--- config.mk ---
export PLATFORM = sky130hd
export DESIGN_NAME = frame_serializer_flat
export DESIGN_NICKNAME = d
export VERILOG_FILES = /design/src/rtl/frame_serializer_if.sv /design/src/rtl/frame_serializer.sv /design/src/flat_wrapper.sv
export SDC_FILE = /design/constraint.sdc
export NUM_CORES = 1
export LEC_CHECK = 0
export ABC_CLOCK_PERIOD_IN_PS = 11150
export CORE_MARGIN = 2
export CORE_UTILIZATION = 39
export CTS_BUF_LIST = sky130_fd_sc_hd__clkbuf_4
export DETAILED_ROUTE_END_ITERATION = 8
export SLEW_MARGIN = 20
export SYNTH_ARGS = -nofsm -noshare
export SYNTH_HDL_FRONTEND = slang
export SYNTH_SLANG_ARGS = --single-unit
--- constraint.sdc ---
create_clock -name clk -period 11.15 [get_ports clk]
set_input_delay 2.23 -clock clk [delete_from_list [all_inputs] [get_ports clk]]
set_output_delay 2.23 -clock clk [all_outputs]
set_load 0.05 [all_outputs]
--- src/rtl/frame_serializer_if.sv ---
// Handshake and serial-line bundle between an upstream frame controller and frame_serializer.
// The controller side uses the master modport; the serializer uses the slave modport.
interface frame_serializer_if #(
   parameter int LEN_W  = 4,
   parameter int DATA_W = 16
);
   logic              start;
   logic [LEN_W-1:0]  length;
   logic [DATA_W-1:0] data;
   logic              serial_out;
   logic              busy;
   logic              done;

   modport master (
      output start, length, data,
      input  serial_out, busy, done
   );

   modport slave (
      input  start, length, data,
      output serial_out, busy, done
   );
endinterface

--- src/rtl/frame_serializer.sv ---
// Single-wire frame transmitter: preamble 0111110, LEN_W-bit length, then len payload bits MSB first.
// Outputs are registered from next-state values, so the first preamble bit appears right after start is sampled.
module frame_serializer #(
   parameter int LEN_W  = 4,
   parameter int DATA_W = 16
) (
   input  logic              clk,
   input  logic              rst,
   frame_serializer_if.slave bus
);
   localparam int CNT_W  = (LEN_W > 3) ? LEN_W : 3;
   localparam int LIDX_W = (LEN_W > 1) ? $clog2(LEN_W) : 1;
   localparam int PIDX_W = (DATA_W > 1) ? $clog2(DATA_W) : 1;
   localparam logic [6:0] PREAMBLE = 7'b0111110;

   typedef enum logic [2:0] {
      IDLE = 3'd0,
      PRE  = 3'd1,
      LEN  = 3'd2,
      PAY  = 3'd3,
      FIN  = 3'd4
   } state_t;

   state_t            state_r, state_s;
   logic [CNT_W-1:0]  cnt_r, cnt_s;
   logic [LEN_W-1:0]  len_r, len_s;
   logic [DATA_W-1:0] shift_r, shift_s;
   logic              serial_r, serial_s;
   logic              busy_r, busy_s;
   logic              done_r, done_s;
   logic [2:0]        pre_idx_s;
   logic [LIDX_W-1:0] len_idx_s;
   logic [PIDX_W-1:0] pay_idx_s;

   // State, counter, captured frame fields and registered line outputs.
   always_ff @(posedge clk or negedge rst) begin
      if (!rst) begin
         state_r  <= IDLE;
         cnt_r    <= {CNT_W{1'b0}};
         len_r    <= {LEN_W{1'b0}};
         shift_r  <= {DATA_W{1'b0}};
         serial_r <= 1'b1;
         busy_r   <= 1'b0;
         done_r   <= 1'b0;
      end else begin
         state_r  <= state_s;
         cnt_r    <= cnt_s;
         len_r    <= len_s;
         shift_r  <= shift_s;
         serial_r <= serial_s;
         busy_r   <= busy_s;
         done_r   <= done_s;
      end
   end

   // Next-state sequencing, then the line value that the next state will drive.
   always_comb begin
      state_s = state_r;
      cnt_s   = cnt_r;
      len_s   = len_r;
      shift_s = shift_r;
      case (state_r)
         IDLE: begin
            if (bus.start) begin
               state_s = PRE;
               cnt_s   = {CNT_W{1'b0}};
               len_s   = bus.length;
               shift_s = bus.data;
            end else begin
               state_s = IDLE;
            end
         end
         PRE: begin
            if (cnt_r == CNT_W'(3'd6)) begin
               state_s = LEN;
               cnt_s   = {CNT_W{1'b0}};
            end else begin
               cnt_s = cnt_r + CNT_W'(1'b1);
            end
         end
         LEN: begin
            if (cnt_r == CNT_W'(LEN_W - 1)) begin
               cnt_s = {CNT_W{1'b0}};
               if (len_r != {LEN_W{1'b0}}) begin
                  state_s = PAY;
               end else begin
                  state_s = FIN;
               end
            end else begin
               cnt_s = cnt_r + CNT_W'(1'b1);
            end
         end
         PAY: begin
            if (cnt_r == CNT_W'(len_r) - CNT_W'(1'b1)) begin
               state_s = FIN;
               cnt_s   = {CNT_W{1'b0}};
            end else begin
               cnt_s = cnt_r + CNT_W'(1'b1);
            end
         end
         FIN: begin
            state_s = IDLE;
            cnt_s   = {CNT_W{1'b0}};
         end
         default: begin
            state_s = IDLE;
            cnt_s   = {CNT_W{1'b0}};
         end
      endcase

      pre_idx_s = 3'd6 - cnt_s[2:0];
      len_idx_s = LIDX_W'(LEN_W - 1) - LIDX_W'(cnt_s);
      pay_idx_s = PIDX_W'(len_s - LEN_W'(1'b1) - LEN_W'(cnt_s));

      serial_s = 1'b1;
      busy_s   = 1'b0;
      done_s   = 1'b0;
      case (state_s)
         PRE: begin
            serial_s = PREAMBLE[pre_idx_s];
            busy_s   = 1'b1;
         end
         LEN: begin
            serial_s = len_s[len_idx_s];
            busy_s   = 1'b1;
         end
         PAY: begin
            serial_s = shift_s[pay_idx_s];
            busy_s   = 1'b1;
         end
         FIN: begin
            done_s = 1'b1;
         end
         IDLE: begin
            serial_s = 1'b1;
         end
         default: begin
            serial_s = 1'b1;
         end
      endcase
   end

   assign bus.serial_out = serial_r;
   assign bus.busy       = busy_r;
   assign bus.done       = done_r;
endmodule
--- src/flat_wrapper.sv ---
// flat-port wrapper written by rule: the top's interface ports become plain ports
module frame_serializer_flat 
#(
   parameter int LEN_W  = 4,
   parameter int DATA_W = 16
)
  (clk, rst, bus_start, bus_length, bus_data, bus_serial_out, bus_busy, bus_done);
  frame_serializer_if #(.LEN_W(LEN_W), .DATA_W(DATA_W)) bus_i ();
  input  logic clk;
  input  logic rst;
  input wire logic [$bits(bus_i.start)-1:0] bus_start;
  input wire logic [$bits(bus_i.length)-1:0] bus_length;
  input wire logic [$bits(bus_i.data)-1:0] bus_data;
  output wire logic [$bits(bus_i.serial_out)-1:0] bus_serial_out;
  output wire logic [$bits(bus_i.busy)-1:0] bus_busy;
  output wire logic [$bits(bus_i.done)-1:0] bus_done;
  assign bus_i.start = bus_start;
  assign bus_i.length = bus_length;
  assign bus_i.data = bus_data;
  assign bus_serial_out = bus_i.serial_out;
  assign bus_busy = bus_i.busy;
  assign bus_done = bus_i.done;
  frame_serializer #(.LEN_W(LEN_W), .DATA_W(DATA_W)) u_core (.clk(clk), .rst(rst), .bus(bus_i));
endmodule
# --- After elaboration in Yosys (flattened, before gate mapping) ---
# Memory sizes are Yosys's and may differ from the RTL's.
# Index checks and enable logic that the tools add are counted.
word_totals:
  ff_bits: 30
  romBits: 8
  in_bits: 23
  output_inout_bits: 3
  mem_count: 1
op_classes:
  addsub: 6
  order_cmp: 3
  n_eq_ne: 10
  muxes: 23
  reduce_logical: 3
mem_list:
  columns: ["memory", "depth", "width", "read_ports", "rd_ports_with_merged_regs", "write_ports", "line_no", "text"]
  rows:
  - ["(no name shown)", 8, 1, 1, 0, 0, "frame_serializer.sv:120", "serial_s = PREAMBLE[pre_idx_s];"]
ops:
  columns: ["operator", "n"]
  rows:
  - ["2-to-1 mux 16 bit", 2]
  - ["2-to-1 mux 4 bit", 6]
  - ["one-hot mux 4 bit (4 select lines)", 1]
  - ["equality test 3 x 2 -> 1 bit, second input constant", 4]
  - ["2-to-1 mux 3 bit", 4]
  - ["one-hot mux 3 bit (4 select lines)", 1]
  - ["subtractor 4 x 1 -> 4 bit, second input constant", 2]
  - ["equality test 3 x 1 -> 1 bit, second input constant", 2]
  - ["2-to-1 mux 1 bit", 6]
  - ["< comparator 4 x 5 -> 1 bit, second input constant", 1]
  - ["adder 4 x 1 -> 4 bit, second input constant", 1]
  - ["binary-select mux 1 bit (select 4 bit)", 1]
  - ["equality test 4 x 2 -> 1 bit, second input constant", 1]
  - ["equality test 4 x 3 -> 1 bit, second input constant", 1]
  - ["equality test 4 bit", 1]
  - ["< comparator 3 x 4 -> 1 bit, second input constant", 1]
  - ["nonzero test 4 bit", 1]
  - ["subtractor 4 bit", 1]
  - ["equality test 3 bit, second input constant", 1]
  - ["logical NOT 3 bit", 1]
  - ["< comparator 2 x 3 -> 1 bit, second input constant", 1]
  - ["one-hot mux 1 bit (3 select lines)", 1]
  - ["OR reduction 3 bit", 1]
  - ["subtractor 3 bit, first input constant", 1]
  - ["other kinds (2)", 2]

# --- Depth between registers and ports, before layout ---
logic_depth:
  ltp_word: 8
  ltp_mapped: 18
  ltp_nobuf: 18

# --- Worst setup path after synthesis ---
# Ideal clock, no wire load.
synth_path:
  path_kind: "input to register"
  startpoint: "in bus_start"
  endpoint: "reg u_core.serial_r, in the netlist u_core.bus.serial_out"
  arrival_ns: 4.710
  required_ns: 11.056
  setup_slack_ns: 6.346
  path_stages: 13
  path_buffers: 3
  path_cell_list: "and2_1 -> buf_6 -> buf_8 -> o21ai_0 -> ha_1 -> inv_1 -> fa_1 -> clkbuf_1 -> mux2_2 -> mux2i_1 -> a21oi_1 -> mux2i_1 -> o221ai_1"
synth_between:
  elab_chain_len: 7
synth_lines:
  columns: ["item", "line_no", "text"]
  rows:
  - ["from (decl)", "flat_wrapper.sv:11", "input wire logic [$bits(bus_i.start)-1:0] bus_start;"]
  - ["2-to-1 mux 4 bit *", "frame_serializer.sv:64", "if (bus.start) begin"]
  - ["2-to-1 mux 4 bit *", "frame_serializer.sv:62", "case (state_r)"]
  - ["named net u_core.len_s[0]", "frame_serializer.sv:26", "logic [LEN_W-1:0] len_r, len_s;"]
  - ["subtractor 4 x 1 -> 4 bit", "frame_serializer.sv:113", "pay_idx_s = PIDX_W'(len_s - LEN_W'(1'b1) - LEN_W'(cnt_s));"]
  - ["subtractor 4 bit", "frame_serializer.sv:113", null]
  - ["binary-select mux 1 bit (select 4 bit)", "frame_serializer.sv:128", "serial_s = shift_s[pay_idx_s];"]
  - ["2-to-1 mux 1 bit (not written as such)", "frame_serializer.sv:128", null]
  - ["one-hot mux 1 bit (3 select lines) *", "frame_serializer.sv:118", "case (state_s)"]
  - ["named net u_core.serial_s", "frame_serializer.sv:28", "logic serial_r, serial_s;"]
  - ["to (signal assigned)", "frame_serializer.sv:50", "serial_r <= serial_s;"]
  - ["to (decl)", "frame_serializer.sv:28", null]
# The timed path passes the listed nets; every way through them passes the cells marked *. The select of a mux whose other input is x is not followed.

# --- Final worst setup path ---
# Same ends and word-level chain as after synthesis.

==> flow_summary.json <==
{
  "drt_iter0_drc": 116,
  "fmax_ghz": 0.193,
  "clk_pin_slew_ns": 0.09,
  "synth-simple-area-share": 0.181,
  "grt_pass1_wl_mm": 7.62,
  "drt-total-wl_mm": 4.48,
  "slew_violations": 0,
  "yosys_warnings": 0,
  "final.setup.tns_ns": 0,
  "grt_use_total": 0.163,
  "tightestPinTransition_ns": 0.515,
  "syn_inst": 205,
  "io_pins": 26,
  "cp_cell_sequence": "clkdlybuf4s50_1, and2_1, buf_4, nand2_1, o21ai_0, ha_1, inv_1, fa_1, nand2_1, o21ai_0, a211oi_1, a41o_1, a21oi_1, mux2i_1, o221ai_1",
  "synth_compound_area_frac": 0.147,
  "grt.overflow.total": 0,
  "cp_data_arrival_time_ns": 5.44,
  "netlist_area_um2": 2110,
  "synthXorXnorAreaFrac": 0.0746,
  "synth_cell_types": 61,
  "dpl.hpwl_mm": 3.36,
  "synth_top_family_by_area": "simple AND/OR/NAND/NOR gates",
  "viasPerCell": 5.19,
  "start_util": 0.409,
  "finalSetupViolCount": 0,
  "die_h_um": 77.6,
  "avgSynthCellArea_um2": 10.3,
  "cts_sinks": 30,
  "period_needed_ns": 5.19,
  "antenna_found_initial": 0,
  "crit_path_max_incr_delay_ns": 0.77,
  "synthMuxAreaShare": 0.106,
  "startpoint_type": "input pin",
  "clk_path_buf_depth": 2,
  "end_kind": "flop",
  "yosys_register_bits": 30,
  "cts_buffers": 5,
  "synth_fp_nets": 238,
  "htree_levels": 2,
  "synthArstFlopShare": 1.00,
  "post_cts_buffers": 0,
  "status": "finished, final reports clean",
  "crit_path_max_fanout": 28,
  "cap_violations": 0,
  "slew_headroom": 0.656,
  "dieArea_um2": 6020,
  "postRouteAntennaNets": 0,
  "fin_worst_skew_ns": 0.00879,
  "grt_pass1_vias": 1617,
  "chipWidth_um": 77.6,
  "num_antenna_cells": 0,
  "crit_type": "in -> reg",
  "port_buffers": 25,
  "wl_per_cell_um": 14.8,
  "timing_hold_violations_final": 0,
  "area_growth_pct": 15.0,
  "cpMaxStageDelayCell": "fa_1",
  "yosysSeqAreaShare": 0.356,
  "yosys.area_share.adder": 0.0628,
  "post-route-period-util": 0.465,
  "synth_flop_cell": "dfrtp_1",
  "finalNetCount": 264,
  "num_rows": 26,
  "cts_hold_buf": 0,
  "coreArea_um2": 5170,
  "required_ns": 11.40,
  "ctsResizeCount": 0,
  "layout-drive-gt1-share": 0.198,
  "clk_latency_ns": 0.34,
  "n_fill_cell": 479,
  "synth_edf_count": 0,
  "min_path_type": "reg -> reg",
  "remaining_drc_errors": 0,
  "gp_congestion": 0.873,
  "cts_root_buf": "clkbuf_4",
  "grt_start_max_net_pins": 31,
  "rsz0062_at_grt": "no",
  "vias": 1566,
  "cts_tree": "done",
  "drtPass1Iterations": 4
}
## cells in the final DEF (no fill, tap or decap), types with 2 or more instances in the layout
master / n
dfrtp_1: 29
nand2_1: 28
clkdlybuf4s50_1: 25
inv_1: 15
mux2_2: 11
nor2_1: 10
ha_1: 9
a21oi_1: 8
nand3_1: 8
clkbuf_4: 6
xor2_1: 5
o21ai_0: 5
xnor2_2: 4
mux2i_1: 4
mux2_1: 4
xnor2_1: 3
a41o_1: 3
buf_4: 3
nor3_2: 2
nor4_1: 2
o21ai_1: 2
nor3_1: 2
or3_1: 2
a211oi_1: 2
nor2b_1: 2
o32ai_1: 2
clkinv_2: 2
## Yosys cell counts, types with 2 or more instances
cell type | instances | share of area
a211oi_1 | 2 | 0.0071
a21oi_1 | 8 | 0.019
a41o_1 | 3 | 0.014
buf_6 | 5 | 0.027
buf_8 | 2 | 0.014
dfrtp_1 | 29 | 0.34
ha_1 | 9 | 0.053
inv_1 | 15 | 0.027
mux2_1 | 4 | 0.021
mux2_2 | 11 | 0.059
mux2i_1 | 4 | 0.019
nand2_1 | 28 | 0.050
nand3_1 | 8 | 0.019
nor2_1 | 10 | 0.018
nor2b_1 | 2 | 0.0059
nor3_1 | 2 | 0.0047
nor3_2 | 2 | 0.0095
nor4_1 | 2 | 0.0059
o21ai_0 | 5 | 0.012
o21ai_1 | 2 | 0.0047
o32ai_1 | 2 | 0.0083
or3_1 | 2 | 0.0059
xnor2_1 | 3 | 0.012
xnor2_2 | 4 | 0.031
xor2_1 | 5 | 0.021
## final cells by class
class	count	area [um^2]	share of cell area
timing repair buffer	28	273	0.112
clock inverter	2	10.0	0.00412
inverter	15	56.3	0.0232
tap	70	87.6	0.0360
sequential	30	752	0.309
clock buffer	6	45.0	0.0185
multi-input combinational	151	1210	0.497
## kinds of logic after synthesis
logic type	after synthesis
AO/OA/AOI/OAI	38
XOR/XNOR	13
adder cells (fa/ha/maj)	10
buffers and inverters	24
flip-flops	30
multiplexers	20
AND/OR/NAND/NOR	70
## flip-flops by register name (all words and copies together), names as in the netlist
signal                 flops
u_core.len_r               4
u_core.state_r             3
u_core.shift_r            16
u_core.bus.serial_out      1
u_core.bus.done            1
u_core.cnt_r               4
u_core.bus.busy            1
## metal layers
metal | track usage | vias to the layer above | routed length (um)
li1 | - | 776 | -
met4 | 0.0696 | 0 | 79
met3 | 0.0337 | 7 | 178
met2 | 0.241 | 41 | 1930
met1 | 0.229 | 742 | 2290
met5 | 0 | - | 0
## final timing paths
path	start	end	slack, ns	cells past startpoint
worst min-delay path	u_core.shift_r[0]$_DFF_PN0_	u_core.shift_r[0]$_DFF_PN0_	0.49	2
min in group asynchronous	rst	u_core.shift_r[11]$_DFF_PN0_	2.27	2
worst max-delay path	bus_start	u_core.bus.serial_out$_DFF_PN1_	5.96	15
max in group asynchronous	rst	u_core.bus.serial_out$_DFF_PN1_	8.55	2
worst max register to register	u_core.cnt_r[0]$_DFF_PN0_	u_core.bus.serial_out$_DFF_PN1_	7.20	16
worst min register to register	u_core.shift_r[0]$_DFF_PN0_	u_core.shift_r[0]$_DFF_PN0_	0.49	2
## critical path: cells and delay by family
family | cells | cell delay [ns]
multiplexers | 1 | 0.10
buffers and inverters | 3 | 0.85
adder cells (fa/ha/maj) | 2 | 1.01
AO/OA/AOI/OAI | 6 | 0.90
AND/OR/NAND/NOR | 3 | 0.32
## metrics by stage
step / cells / hold slack (ns) / setup WS (ns) / instance area (um^2) / utilization
finish: 302 / 0.490 / 5.96 / 2430 / 0.470
global route: 302 / 0.518 / 5.72 / 2430 / 0.470
CTS: 302 / 0.489 / 6.01 / 2430 / 0.470
detailed placement: 294 / 0.464 / 5.67 / 2380 / 0.459
global placement: 294 / 0.463 / 5.81 / 2380 / 0.459
floorplan: 205 / 0.445 / 6.35 / 2110 / -
Power is left out: the tool's default activity adds up to more than one toggle a clock period on the data nets, which glitch-free logic cannot reach.
